$ cat src/rtl/fetch_unit_pkg.sv
`default_nettype none
// ============================================================================
// Module   : fetch_unit_pkg
// Desc     : Shared constants and jump-target helper for the fetch stage.
// Revision : 1.0 - initial release
// ============================================================================
package fetch_unit_pkg;

    localparam logic [1:0] JSEL_SEQ = 2'b00;
    localparam logic [1:0] JSEL_J   = 2'b01;
    localparam logic [1:0] JSEL_JR  = 2'b10;
    localparam logic [1:0] JSEL_RSV = 2'b11;

    // Width-generic j target: upper bits of PC+4, immediate, two zero bits.
    // Callers truncate the 64-bit result to their own XLEN.
    function automatic logic [63:0] j_target(input logic [63:0] pc4,
                                             input logic [63:0] jaddr,
                                             input int unsigned  jaddr_w);
        logic [63:0] upper_mask;
        logic [63:0] low_mask;
        upper_mask = ~64'd0 << (jaddr_w + 2);
        low_mask   = (64'd1 << jaddr_w) - 64'd1;
        return (pc4 & upper_mask) | ((jaddr & low_mask) << 2);
    endfunction

endpackage
`default_nettype wire

$ cat src/rtl/fetch_unit_if.sv
`default_nettype none
// ============================================================================
// Module   : fetch_unit_if
// Desc     : imem request/response and ID delivery handshakes of the fetch stage.
// Revision : 1.0 - initial release
// ============================================================================
interface fetch_unit_if #(
    parameter int XLEN = 32
);
    logic            imem_req_valid;
    logic            imem_req_ready;
    logic [XLEN-1:0] imem_req_addr;
    logic            imem_rsp_valid;
    logic [XLEN-1:0] imem_rsp_data;
    logic            id_valid;
    logic            id_ready;
    logic [XLEN-1:0] id_instr;
    logic [XLEN-1:0] id_pc4;

    modport master (
        output imem_req_valid, imem_req_addr,
        input  imem_req_ready, imem_rsp_valid, imem_rsp_data,
        output id_valid, id_instr, id_pc4,
        input  id_ready
    );

    modport slave (
        input  imem_req_valid, imem_req_addr,
        output imem_req_ready, imem_rsp_valid, imem_rsp_data,
        input  id_valid, id_instr, id_pc4,
        output id_ready
    );
endinterface
`default_nettype wire

$ cat src/rtl/fetch_unit_queue.sv
`default_nettype none
// ============================================================================
// Module   : fetch_unit_queue
// Desc     : In-order circular fetch queue; entries are allocated at issue and
//            filled later by in-order imem responses.
// Revision : 1.0 - initial release
// ============================================================================
module fetch_unit_queue #(
    parameter  int XLEN     = 32,
    parameter  int FQ_DEPTH = 4,
    localparam int PTR_W    = $clog2(FQ_DEPTH),
    localparam int CNT_W    = PTR_W + 1
) (
    input  wire logic            clk,
    input  wire logic            rst,
    input  wire logic            flush_i,
    input  wire logic            alloc_i,
    input  wire logic [XLEN-1:0] alloc_pc4_i,
    input  wire logic            fill_i,
    input  wire logic [XLEN-1:0] fill_data_i,
    input  wire logic            pop_i,
    output logic                 head_filled_o,
    output logic [XLEN-1:0]      head_instr_o,
    output logic [XLEN-1:0]      head_pc4_o,
    output logic [CNT_W-1:0]     occ_o,
    output logic [CNT_W-1:0]     unfilled_o
);

    logic [XLEN-1:0]     pc4_q   [FQ_DEPTH];
    logic [XLEN-1:0]     instr_q [FQ_DEPTH];
    logic [FQ_DEPTH-1:0] filled_q;
    logic [PTR_W-1:0]    head_q;
    logic [PTR_W-1:0]    tail_q;
    logic [PTR_W-1:0]    fill_q;
    logic [CNT_W-1:0]    occ_q;
    logic [CNT_W-1:0]    unfilled_q;

    // The fill pointer always names an allocated-but-unfilled entry, so it never
    // collides with the tail (free slot) or a poppable (filled) head.
    always_ff @(posedge clk) begin
        if (rst) begin
            for (int i = 0; i < FQ_DEPTH; i++) begin
                pc4_q[i]   <= '0;
                instr_q[i] <= '0;
            end
            filled_q   <= '0;
            head_q     <= '0;
            tail_q     <= '0;
            fill_q     <= '0;
            occ_q      <= '0;
            unfilled_q <= '0;
        end else if (flush_i) begin
            filled_q   <= '0;
            head_q     <= '0;
            tail_q     <= '0;
            fill_q     <= '0;
            occ_q      <= '0;
            unfilled_q <= '0;
        end else begin
            if (alloc_i) begin
                pc4_q[tail_q]    <= alloc_pc4_i;
                filled_q[tail_q] <= 1'b0;
                tail_q           <= tail_q + PTR_W'(1);
            end
            if (fill_i) begin
                instr_q[fill_q]  <= fill_data_i;
                filled_q[fill_q] <= 1'b1;
                fill_q           <= fill_q + PTR_W'(1);
            end
            if (pop_i) begin
                head_q <= head_q + PTR_W'(1);
            end
            occ_q      <= occ_q + CNT_W'(alloc_i) - CNT_W'(pop_i);
            unfilled_q <= unfilled_q + CNT_W'(alloc_i) - CNT_W'(fill_i);
        end
    end

    assign head_filled_o = (occ_q != '0) && filled_q[head_q];
    assign head_instr_o  = instr_q[head_q];
    assign head_pc4_o    = pc4_q[head_q];
    assign occ_o         = occ_q;
    assign unfilled_o    = unfilled_q;

endmodule
`default_nettype wire

$ cat src/rtl/fetch_unit.sv
`default_nettype none
// ============================================================================
// Module   : fetch_unit
// Desc     : Instruction fetch stage: PC, next-PC select, credit-limited imem
//            issue, wrong-path response dropping and a fetch queue towards ID.
// Revision : 1.0 - initial release
// ============================================================================
module fetch_unit
    import fetch_unit_pkg::*;
#(
    parameter int              XLEN     = 32,
    parameter int              JADDR_W  = 26,
    parameter int              FQ_DEPTH = 4,
    parameter logic [XLEN-1:0] RESET_PC = '0
) (
    input  wire logic               clk,
    input  wire logic               rst,
    input  wire logic               br_taken_i,
    input  wire logic [XLEN-1:0]    branch_target_i,
    input  wire logic [1:0]         jmp_sel_i,
    input  wire logic [JADDR_W-1:0] jmp_addr_i,
    input  wire logic [XLEN-1:0]    jmp_pc4_i,
    input  wire logic [XLEN-1:0]    jr_target_i,
    fetch_unit_if.master            bus
);

    localparam int CNT_W = $clog2(FQ_DEPTH) + 1;

    logic [XLEN-1:0]  pc_q;
    logic [XLEN-1:0]  pc_d;
    logic [CNT_W-1:0] drop_cnt_q;
    logic [CNT_W-1:0] drop_cnt_d;

    logic [XLEN-1:0]  w_pc4;
    logic [XLEN-1:0]  w_j_target;
    logic [XLEN-1:0]  w_target;
    logic             w_redirect;
    logic             w_credit;
    logic [CNT_W:0]   w_inflight;
    logic             w_req_valid;
    logic             w_fire;
    logic             w_fill;
    logic             w_id_valid;
    logic             w_pop;
    logic             w_head_filled;
    logic [XLEN-1:0]  w_head_instr;
    logic [XLEN-1:0]  w_head_pc4;
    logic [CNT_W-1:0] w_occ;
    logic [CNT_W-1:0] w_unfilled;

    assign w_pc4      = pc_q + XLEN'(4);
    assign w_j_target = XLEN'(j_target(64'(jmp_pc4_i), 64'(jmp_addr_i), JADDR_W));

    always_comb begin
        w_redirect = br_taken_i;
        w_target   = branch_target_i;
        case (jmp_sel_i)
            JSEL_JR: begin
                w_redirect = 1'b1;
                w_target   = jr_target_i;
            end
            JSEL_J: begin
                w_redirect = 1'b1;
                w_target   = w_j_target;
            end
            JSEL_SEQ, JSEL_RSV: ;
            default: ;
        endcase
    end

    // Queue entries plus wrong-path responses still owed by imem share one budget.
    assign w_inflight  = {1'b0, w_occ} + {1'b0, drop_cnt_q};
    assign w_credit    = w_inflight < (CNT_W + 1)'(FQ_DEPTH);
    assign w_req_valid = !rst && !w_redirect && w_credit;
    assign w_fire      = w_req_valid && bus.imem_req_ready;
    assign w_fill      = bus.imem_rsp_valid && (drop_cnt_q == '0) &&
                         (w_unfilled != '0) && !w_redirect;
    assign w_id_valid  = w_head_filled && !w_redirect;
    assign w_pop       = w_id_valid && bus.id_ready;

    always_comb begin
        pc_d = pc_q;
        if (w_redirect) begin
            pc_d = w_target;
        end else if (w_fire) begin
            pc_d = w_pc4;
        end
    end

    always_comb begin
        drop_cnt_d = drop_cnt_q;
        if (w_redirect) begin
            drop_cnt_d = drop_cnt_q + w_unfilled;
            if (bus.imem_rsp_valid && (drop_cnt_d != '0)) begin
                drop_cnt_d = drop_cnt_d - CNT_W'(1);
            end
        end else if (bus.imem_rsp_valid && (drop_cnt_q != '0)) begin
            drop_cnt_d = drop_cnt_q - CNT_W'(1);
        end
    end

    always_ff @(posedge clk) begin
        if (rst) begin
            pc_q       <= RESET_PC;
            drop_cnt_q <= '0;
        end else begin
            pc_q       <= pc_d;
            drop_cnt_q <= drop_cnt_d;
        end
    end

    fetch_unit_queue #(
        .XLEN     (XLEN),
        .FQ_DEPTH (FQ_DEPTH)
    ) u_queue (
        .clk           (clk),
        .rst           (rst),
        .flush_i       (w_redirect),
        .alloc_i       (w_fire),
        .alloc_pc4_i   (w_pc4),
        .fill_i        (w_fill),
        .fill_data_i   (bus.imem_rsp_data),
        .pop_i         (w_pop),
        .head_filled_o (w_head_filled),
        .head_instr_o  (w_head_instr),
        .head_pc4_o    (w_head_pc4),
        .occ_o         (w_occ),
        .unfilled_o    (w_unfilled)
    );

    assign bus.imem_req_valid = w_req_valid;
    assign bus.imem_req_addr  = pc_q;
    assign bus.id_valid       = w_id_valid;
    assign bus.id_instr       = w_head_instr;
    assign bus.id_pc4         = w_head_pc4;

endmodule
`default_nettype wire

$ cat src/flat_wrapper.sv
// flat-port wrapper written by rule: the top's interface ports become plain ports
module fetch_unit_flat import fetch_unit_pkg::*;
#(
    parameter int              XLEN     = 32,
    parameter int              JADDR_W  = 26,
    parameter int              FQ_DEPTH = 4,
    parameter logic [XLEN-1:0] RESET_PC = '0
)
  (clk, rst, br_taken_i, branch_target_i, jmp_sel_i, jmp_addr_i, jmp_pc4_i, jr_target_i, bus_imem_req_valid, bus_imem_req_addr, bus_imem_req_ready, bus_imem_rsp_valid, bus_imem_rsp_data, bus_id_valid, bus_id_instr, bus_id_pc4, bus_id_ready);
  fetch_unit_if #(.XLEN(XLEN)) bus_i ();
  input  wire logic clk;
  input  wire logic rst;
  input  wire logic br_taken_i;
  input  wire logic [XLEN-1:0] branch_target_i;
  input  wire logic [1:0] jmp_sel_i;
  input  wire logic [JADDR_W-1:0] jmp_addr_i;
  input  wire logic [XLEN-1:0] jmp_pc4_i;
  input  wire logic [XLEN-1:0] jr_target_i;
  output wire logic [$bits(bus_i.imem_req_valid)-1:0] bus_imem_req_valid;
  output wire logic [$bits(bus_i.imem_req_addr)-1:0] bus_imem_req_addr;
  input wire logic [$bits(bus_i.imem_req_ready)-1:0] bus_imem_req_ready;
  input wire logic [$bits(bus_i.imem_rsp_valid)-1:0] bus_imem_rsp_valid;
  input wire logic [$bits(bus_i.imem_rsp_data)-1:0] bus_imem_rsp_data;
  output wire logic [$bits(bus_i.id_valid)-1:0] bus_id_valid;
  output wire logic [$bits(bus_i.id_instr)-1:0] bus_id_instr;
  output wire logic [$bits(bus_i.id_pc4)-1:0] bus_id_pc4;
  input wire logic [$bits(bus_i.id_ready)-1:0] bus_id_ready;
  assign bus_imem_req_valid = bus_i.imem_req_valid;
  assign bus_imem_req_addr = bus_i.imem_req_addr;
  assign bus_i.imem_req_ready = bus_imem_req_ready;
  assign bus_i.imem_rsp_valid = bus_imem_rsp_valid;
  assign bus_i.imem_rsp_data = bus_imem_rsp_data;
  assign bus_id_valid = bus_i.id_valid;
  assign bus_id_instr = bus_i.id_instr;
  assign bus_id_pc4 = bus_i.id_pc4;
  assign bus_i.id_ready = bus_id_ready;
  fetch_unit #(.XLEN(XLEN), .JADDR_W(JADDR_W), .FQ_DEPTH(FQ_DEPTH), .RESET_PC(RESET_PC)) u_core (.clk(clk), .rst(rst), .br_taken_i(br_taken_i), .branch_target_i(branch_target_i), .jmp_sel_i(jmp_sel_i), .jmp_addr_i(jmp_addr_i), .jmp_pc4_i(jmp_pc4_i), .jr_target_i(jr_target_i), .bus(bus_i));
endmodule
$ cat config.mk
export PLATFORM = sky130hd
export DESIGN_NAME = fetch_unit_flat
export DESIGN_NICKNAME = d
export VERILOG_FILES = /design/src/rtl/fetch_unit_pkg.sv /design/src/rtl/fetch_unit_if.sv /design/src/rtl/fetch_unit_queue.sv /design/src/rtl/fetch_unit.sv /design/src/flat_wrapper.sv
export SDC_FILE = /design/constraint.sdc
export NUM_CORES = 1
export LEC_CHECK = 0
export ABC_CLOCK_PERIOD_IN_PS = 15000
export BUFFER_PORTS_ARGS = -buffer_cell sky130_fd_sc_hd__buf_2
export CELL_PAD_IN_SITES_DETAIL_PLACEMENT = 1
export CELL_PAD_IN_SITES_GLOBAL_PLACEMENT = 1
export CORE_ASPECT_RATIO = 1.25
export CORE_MARGIN = 5
export CORE_UTILIZATION = 43
export DETAILED_ROUTE_END_ITERATION = 8
export PLACE_DENSITY_LB_ADDON = 0.1
export SLEW_MARGIN = 20
export SYNTH_ARGS = -nofsm -noshare
export SYNTH_HDL_FRONTEND = slang
export SYNTH_HIERARCHICAL = 1
export SYNTH_SLANG_ARGS = --single-unit
$ cat constraint.sdc
create_clock -name clk -period 15 [get_ports clk]
set_input_delay 2.25 -clock clk [delete_from_list [all_inputs] [get_ports clk]]
set_output_delay 2.25 -clock clk [all_outputs]
set_load 0.005 [all_outputs]
=== Word level (Yosys, flattened, before mapping) ===
Memory sizes are Yosys's and may differ from the RTL's. A register that Yosys moved wholly into a read port is not among the register bits.
Index checks and enable logic that the tools add are counted.

* Register bits: 51
* RAM bits: 256
* Output and inout bits: 98
* Logic and storage cells: 97
* Memories kept: 2

{| class="wikitable"
|+ Memories
! memory !! words !! width !! read ports !! clocked after memory_dff !! wr ports !! RTL line !! source
|-
| u_core.u_queue.instr_q || 4 || 32 || 1 || 1 || 4 || fetch_unit_queue.sv:30 || <nowiki>logic [XLEN-1:0] instr_q [FQ_DEPTH];</nowiki>
|-
| u_core.u_queue.pc4_q || 4 || 32 || 1 || 1 || 4 || fetch_unit_queue.sv:29 || <nowiki>logic [XLEN-1:0] pc4_q [FQ_DEPTH];</nowiki>
|}

* Add/subtract/negate cells: 12
* $lt $le $gt $ge: 6
* Equal/unequal tests: 2
* Mux-type cells: 37
* Bitwise gates (word level): 4
* Reductions and logical operators: 26

{| class="wikitable"
|+ Operator list
! operator !! number
|-
| 32-bit 2-to-1 mux || 4
|-
| 32-bit case mux with 2 select lines || 1
|-
| 32-bit OR reduction || 2
|-
| 32-bit by 3-bit adder with 32-bit output (second input constant) || 1
|-
| 32-bit by 28-bit bitwise OR with 32-bit output || 1
|-
| 1-bit 2-to-1 mux || 16
|-
| 4-bit 2-to-1 mux || 4
|-
| 1-bit logical AND || 13
|-
| 2-bit 2-to-1 mux || 6
|-
| 3-bit nonzero test || 4
|-
| 2-bit by 3-bit < comparator with 1-bit output (second input constant) || 3
|-
| 3-bit 2-to-1 mux || 3
|-
| 2-bit by 1-bit adder with 2-bit output (second input constant) || 3
|-
| 3-bit by 1-bit adder with 3-bit output || 2
|-
| 3-bit by 1-bit subtractor with 3-bit output || 2
|-
| 3-bit by 1-bit subtractor with 3-bit output (second input constant) || 2
|-
| 3-bit by 3-bit adder with 4-bit output || 1
|-
| 4-bit bitwise AND || 1
|-
| 1-bit demux with 2-bit select || 2
|-
| 2-bit by 1-bit greater-or-equal comparator with 1-bit output (second input constant) || 2
|-
| 4-bit by 3-bit < comparator with 1-bit output (second input constant) || 1
|-
| 4-bit inverter || 1
|-
| 4-bit bitwise OR || 1
|-
| 2-bit nonzero test || 2
|-
| other kinds (7) || 9
|}

=== Logic depth before layout (Yosys ltp) ===
* Word-level depth: 13
* Mapped depth: 15
* Mapped depth without buffers: 12

=== Cells and area by module ===
The synthesis kept the hierarchy.

{| class="wikitable"
|+ By module, submodules not included
! module !! instances !! cells each !! area each (µm²) !! sequential area each (µm²)
|-
| fetch_unit_queue || 1 || 812 || 12612.1 || 8047.7
|-
| fetch_unit || 1 || 418 || 3148.0 || 700.7
|}

=== Worst setup path after synthesis ===
Ideal clock, no wire load.

* Kind: input to register
* Start: input port jmp_sel_i[0]
* End: memory u_core.u_queue.instr_q[1][0] (enable)
* Setup time: 428 ps
* Arrival time: 5948 ps
* Slack: 8624 ps
* Stages on the path: 13
* Path buffers: 5
* Cell sequence: inv_1 -> ha_1 -> buf_2 -> nor2b_1 -> buf_2 -> inv_1 -> buf_1 -> nor2_1 -> o311a_1 -> or4b_1 -> buf_2 -> buf_6 -> o21bai_1

{| class="wikitable"
|+ RTL lines
! element !! RTL line !! source
|-
| start, declared || flat_wrapper.sv:15 || <nowiki>input wire logic [1:0] jmp_sel_i;</nowiki>
|-
| end, declared || fetch_unit_queue.sv:30 ||
|}

==> flow_summary_export.csv <==
group,metric,value,unit
outcome,outcome,"finished clean",
final_layout,design_area,18300,um2
clocking,clkTransAtPathRegs,0.06,ns
pwr,power.density,110,nW/um2
worst_hold_path,hold_path.class,"register to register",
worst_setup_path,worstRegToRegCells,8,
worst_setup_path,worst-setup-path-type,"primary input to register",
place,portBuffers,231,
timing,hold_violations,0,
final_layout,layout_commonest_cell,"edfxtp_1",
yosys,synth_nets,1417,
clocking,worstSkewPairLatency,0.52,ns
die,io_pins,260,
final_layout,utilization,0.505,
timing,slew_violations,0,
yosys,ys_types,70,
pwr,clkPwrFrac,0.408,
clocking,numCtsBuffers,34,
timing,setup_violations,0,
die,core_region_area,36300,um2
global_route,grt_max_degree,67,
routing,ant_nets,0,
pwr,swShare,0.249,
yosys,synth_top_area_frac,0.488,
pwr,leakage,6.81,nW
pwr,pwr-share-comb,0.103,
clocking,cts_resized,0,
pwr,internal_power,1.52,mW
final_layout,nNetsFinal,1603,
die,dieWidth,181,um
worst_setup_path,critPathCaptureType,"register",
die,rows,78,
clocking,root_buffer,"clkbuf_16",
clocking,postCtsHoldBufs,0,
global_route,grt_antenna_before_repair,0,
worst_setup_path,critPathMaxStageDelay,0.76,ns
yosys,yosysWarnings,6,
place,hpwl,29400,um
yosys,synth-seq-cells,309,
yosys,syn_inst,1230,
timing,setup_tns,0,ns
flow_run,maxCapViolations,0,
die,initial_utilization,0.434,
global_route,grt_pass1_vias,12000,
yosys,async_flop_share,0,
final_layout,fill_cells,3864,
clocking,cts.sinks,309,
yosys,syn_avg_cell_area,12.8,um2
clocking,h-tree-depth,2,
final_layout,areaGrowthSynthToFinish,16.4,%
timing,slew-limit-headroom,0.308,
routing,vias_per_cell,5.68,
worst_setup_path,cp.required,15.15,ns
yosys,yosys-top-cells-area,"edfxtp_1 (49%), mux4_2 (9.3%), dfxtp_1 (6.7%)",
pwr,seqPwrFrac,0.490,
global_route,grt_pass1_wl,70500,um
timing,tightest_slew,1.04,ns
die,dieArea,40600,um2
global_route,grt.overflow.total,0,
place,place_congestion,0.838,
clocking,clk_path_buf_depth,3,
clocking,post-cts-setup-buffer-count,0,
routing,vias,10900,
routing,routed_wl,46100,um
timing,whs,0.525,ns
routing,wl_per_cell,24.0,um
timing,min_period,6.17,ns
pwr,p_switching,502,uW
worst_setup_path,crit_chain,"buf_2 > inv_1 > ha_1 > buf_4 > nor2b_1 > buf_4 > nand4_1 > inv_1 > buf_4 > or4b_2 > o21bai_4 > buf_4",
die,die_h,224,um
worst_setup_path,crit_family,"buffers and inverters",
routing,drt_iter0_drc,592,
worst_setup_path,crit_top_cell,"buf_4",
yosys,synthFlopType,"edfxtp_1",
pwr,ir_drop,58.8,uV
global_route,track_usage,0.223,
routing,drc_errors,0,
worst_setup_path,cp.arrival,6.32,ns
place,place_area,17200,um2
timing,rsz0062_at_grt,"no",
yosys,yosysSeqAreaShare,0.555,
routing,drtPass1Iterations,5,
worst_setup_path,critical_path_buf_inv_count,7,
worst_setup_path,cp_slowest_cell,"nand4_1",
final_layout,final_cell_mix,"edfxtp_1 (256), buf_2 (231), nor3_1 (105), nor3_2 (96), inv_1 (90)",
yosys,synth_top_area_cell,"edfxtp_1",
yosys,synth_area,15800,um2
clocking,cts_tree,"yes",
yosys,synth_edf_count,256,
final_layout,drive_gt1_frac,0.351,
worst_setup_path,path_max_fanout,55,
timing,finalCritPeriodShare,0.411,
timing,skew,0.0122,ns
worst_setup_path,cp-start-kind,"primary input",
timing,fmax,0.162,GHz
worst_hold_path,hold-path-cell-count,2,
worst_setup_path,cp.depth,12,
-- tightest hold or removal path: stages (launching register included) --
cell	delay, ns
dfxtp_1	0.35
nand2_1	0.07
nand3_1	0.05
-- cell type report --
| cell class | instances | area [um2] | area share |
|---|---|---|---|
| well taps | 480 | 601 | 0.0327 |
| clock inverters | 18 | 119 | 0.00648 |
| diodes | 1 | 2.50 | 0.000136 |
| inverters | 92 | 345 | 0.0188 |
| flip-flops and latches | 309 | 8750 | 0.477 |
| repair buffers | 260 | 1370 | 0.0749 |
| multi-input cells | 719 | 6170 | 0.336 |
| clock buffers | 43 | 978 | 0.0533 |
-- sequential cells by signal (all words and copies together) (netlist names), named ones only --
register,flops
u_core/u_queue/filled_q,4
u_core/drop_cnt_q,3
u_core/u_queue/pc4_q,128
u_core/u_queue/instr_q,128
u_core/u_queue/head_q,2
u_core/u_queue/unfilled_o,3
u_core/bus.imem_req_addr,32
u_core/u_queue/tail_q,2
u_core/u_queue/fill_q,2
u_core/u_queue/occ_o,3
-- layer usage --
metal  track usage  vias to the layer above  wire (um)
met1         0.266                     5495      18200
met5             0                        -          0
li1              -                     5018          -
met4        0.0562                        0        990
met3        0.0465                       58       2760
met2         0.410                      341      24200
-- power by group through the flow --
stage	combinational (mW)	clock, mW	sequential, mW
3_3_place_gp	0.206	0	1.01
2_1_floorplan	0.126	0	0.998
5_1_grt	0.229	0.881	0.994
4_1_cts	0.210	0.845	0.989
6_report	0.207	0.824	0.989
3_5_place_dp	0.208	0	1.01
-- synthesized netlist by cell type (all sizes together) (7+ instances only) --
cell type	count
edfxtp	256
nor3	201
inv	90
and3	70
mux4	65
buf	59
nor2	55
dfxtp	53
clkbuf	51
nand2	35
a21oi	29
xnor2	28
o21ai	24
ha	22
nand3	21
a221o	12
a221oi	12
a31oi	12
nand4	12
or3	11
mux2i	8
xor2	8
a22oi	7
nor4	7
o21bai	7
-- logic make-up after synthesis --
group           synth area share
xor+xnor                  0.0229
simple gates               0.178
fa+ha+maj                 0.0213
buf+inv                   0.0573
flops                      0.555
compound gates            0.0679
mux                       0.0980
-- stage by stage --
step	worst slack (ns)	power [mW]	cells
after floorplan	8.62	1.12	1230
after global placement	8.29	1.21	1860
after detailed placement	8.27	1.22	1860
after CTS	8.80	2.04	1921
after global routing	8.54	2.10	1921
final	8.83	2.02	1922
-- worst paths after layout --
path                                  end                    startpoint  slack [ns]
max           u_core/u_queue/pc4_q[1][19]                  jmp_sel_i[0]        8.83
min          u_core/bus.imem_req_addr[14]  u_core/bus.imem_req_addr[14]        0.53
max reg2reg   u_core/u_queue/pc4_q[1][19]          u_core/drop_cnt_q[2]       10.66
min reg2reg  u_core/bus.imem_req_addr[14]  u_core/bus.imem_req_addr[14]        0.53
(Power assumes the default switching activity.)
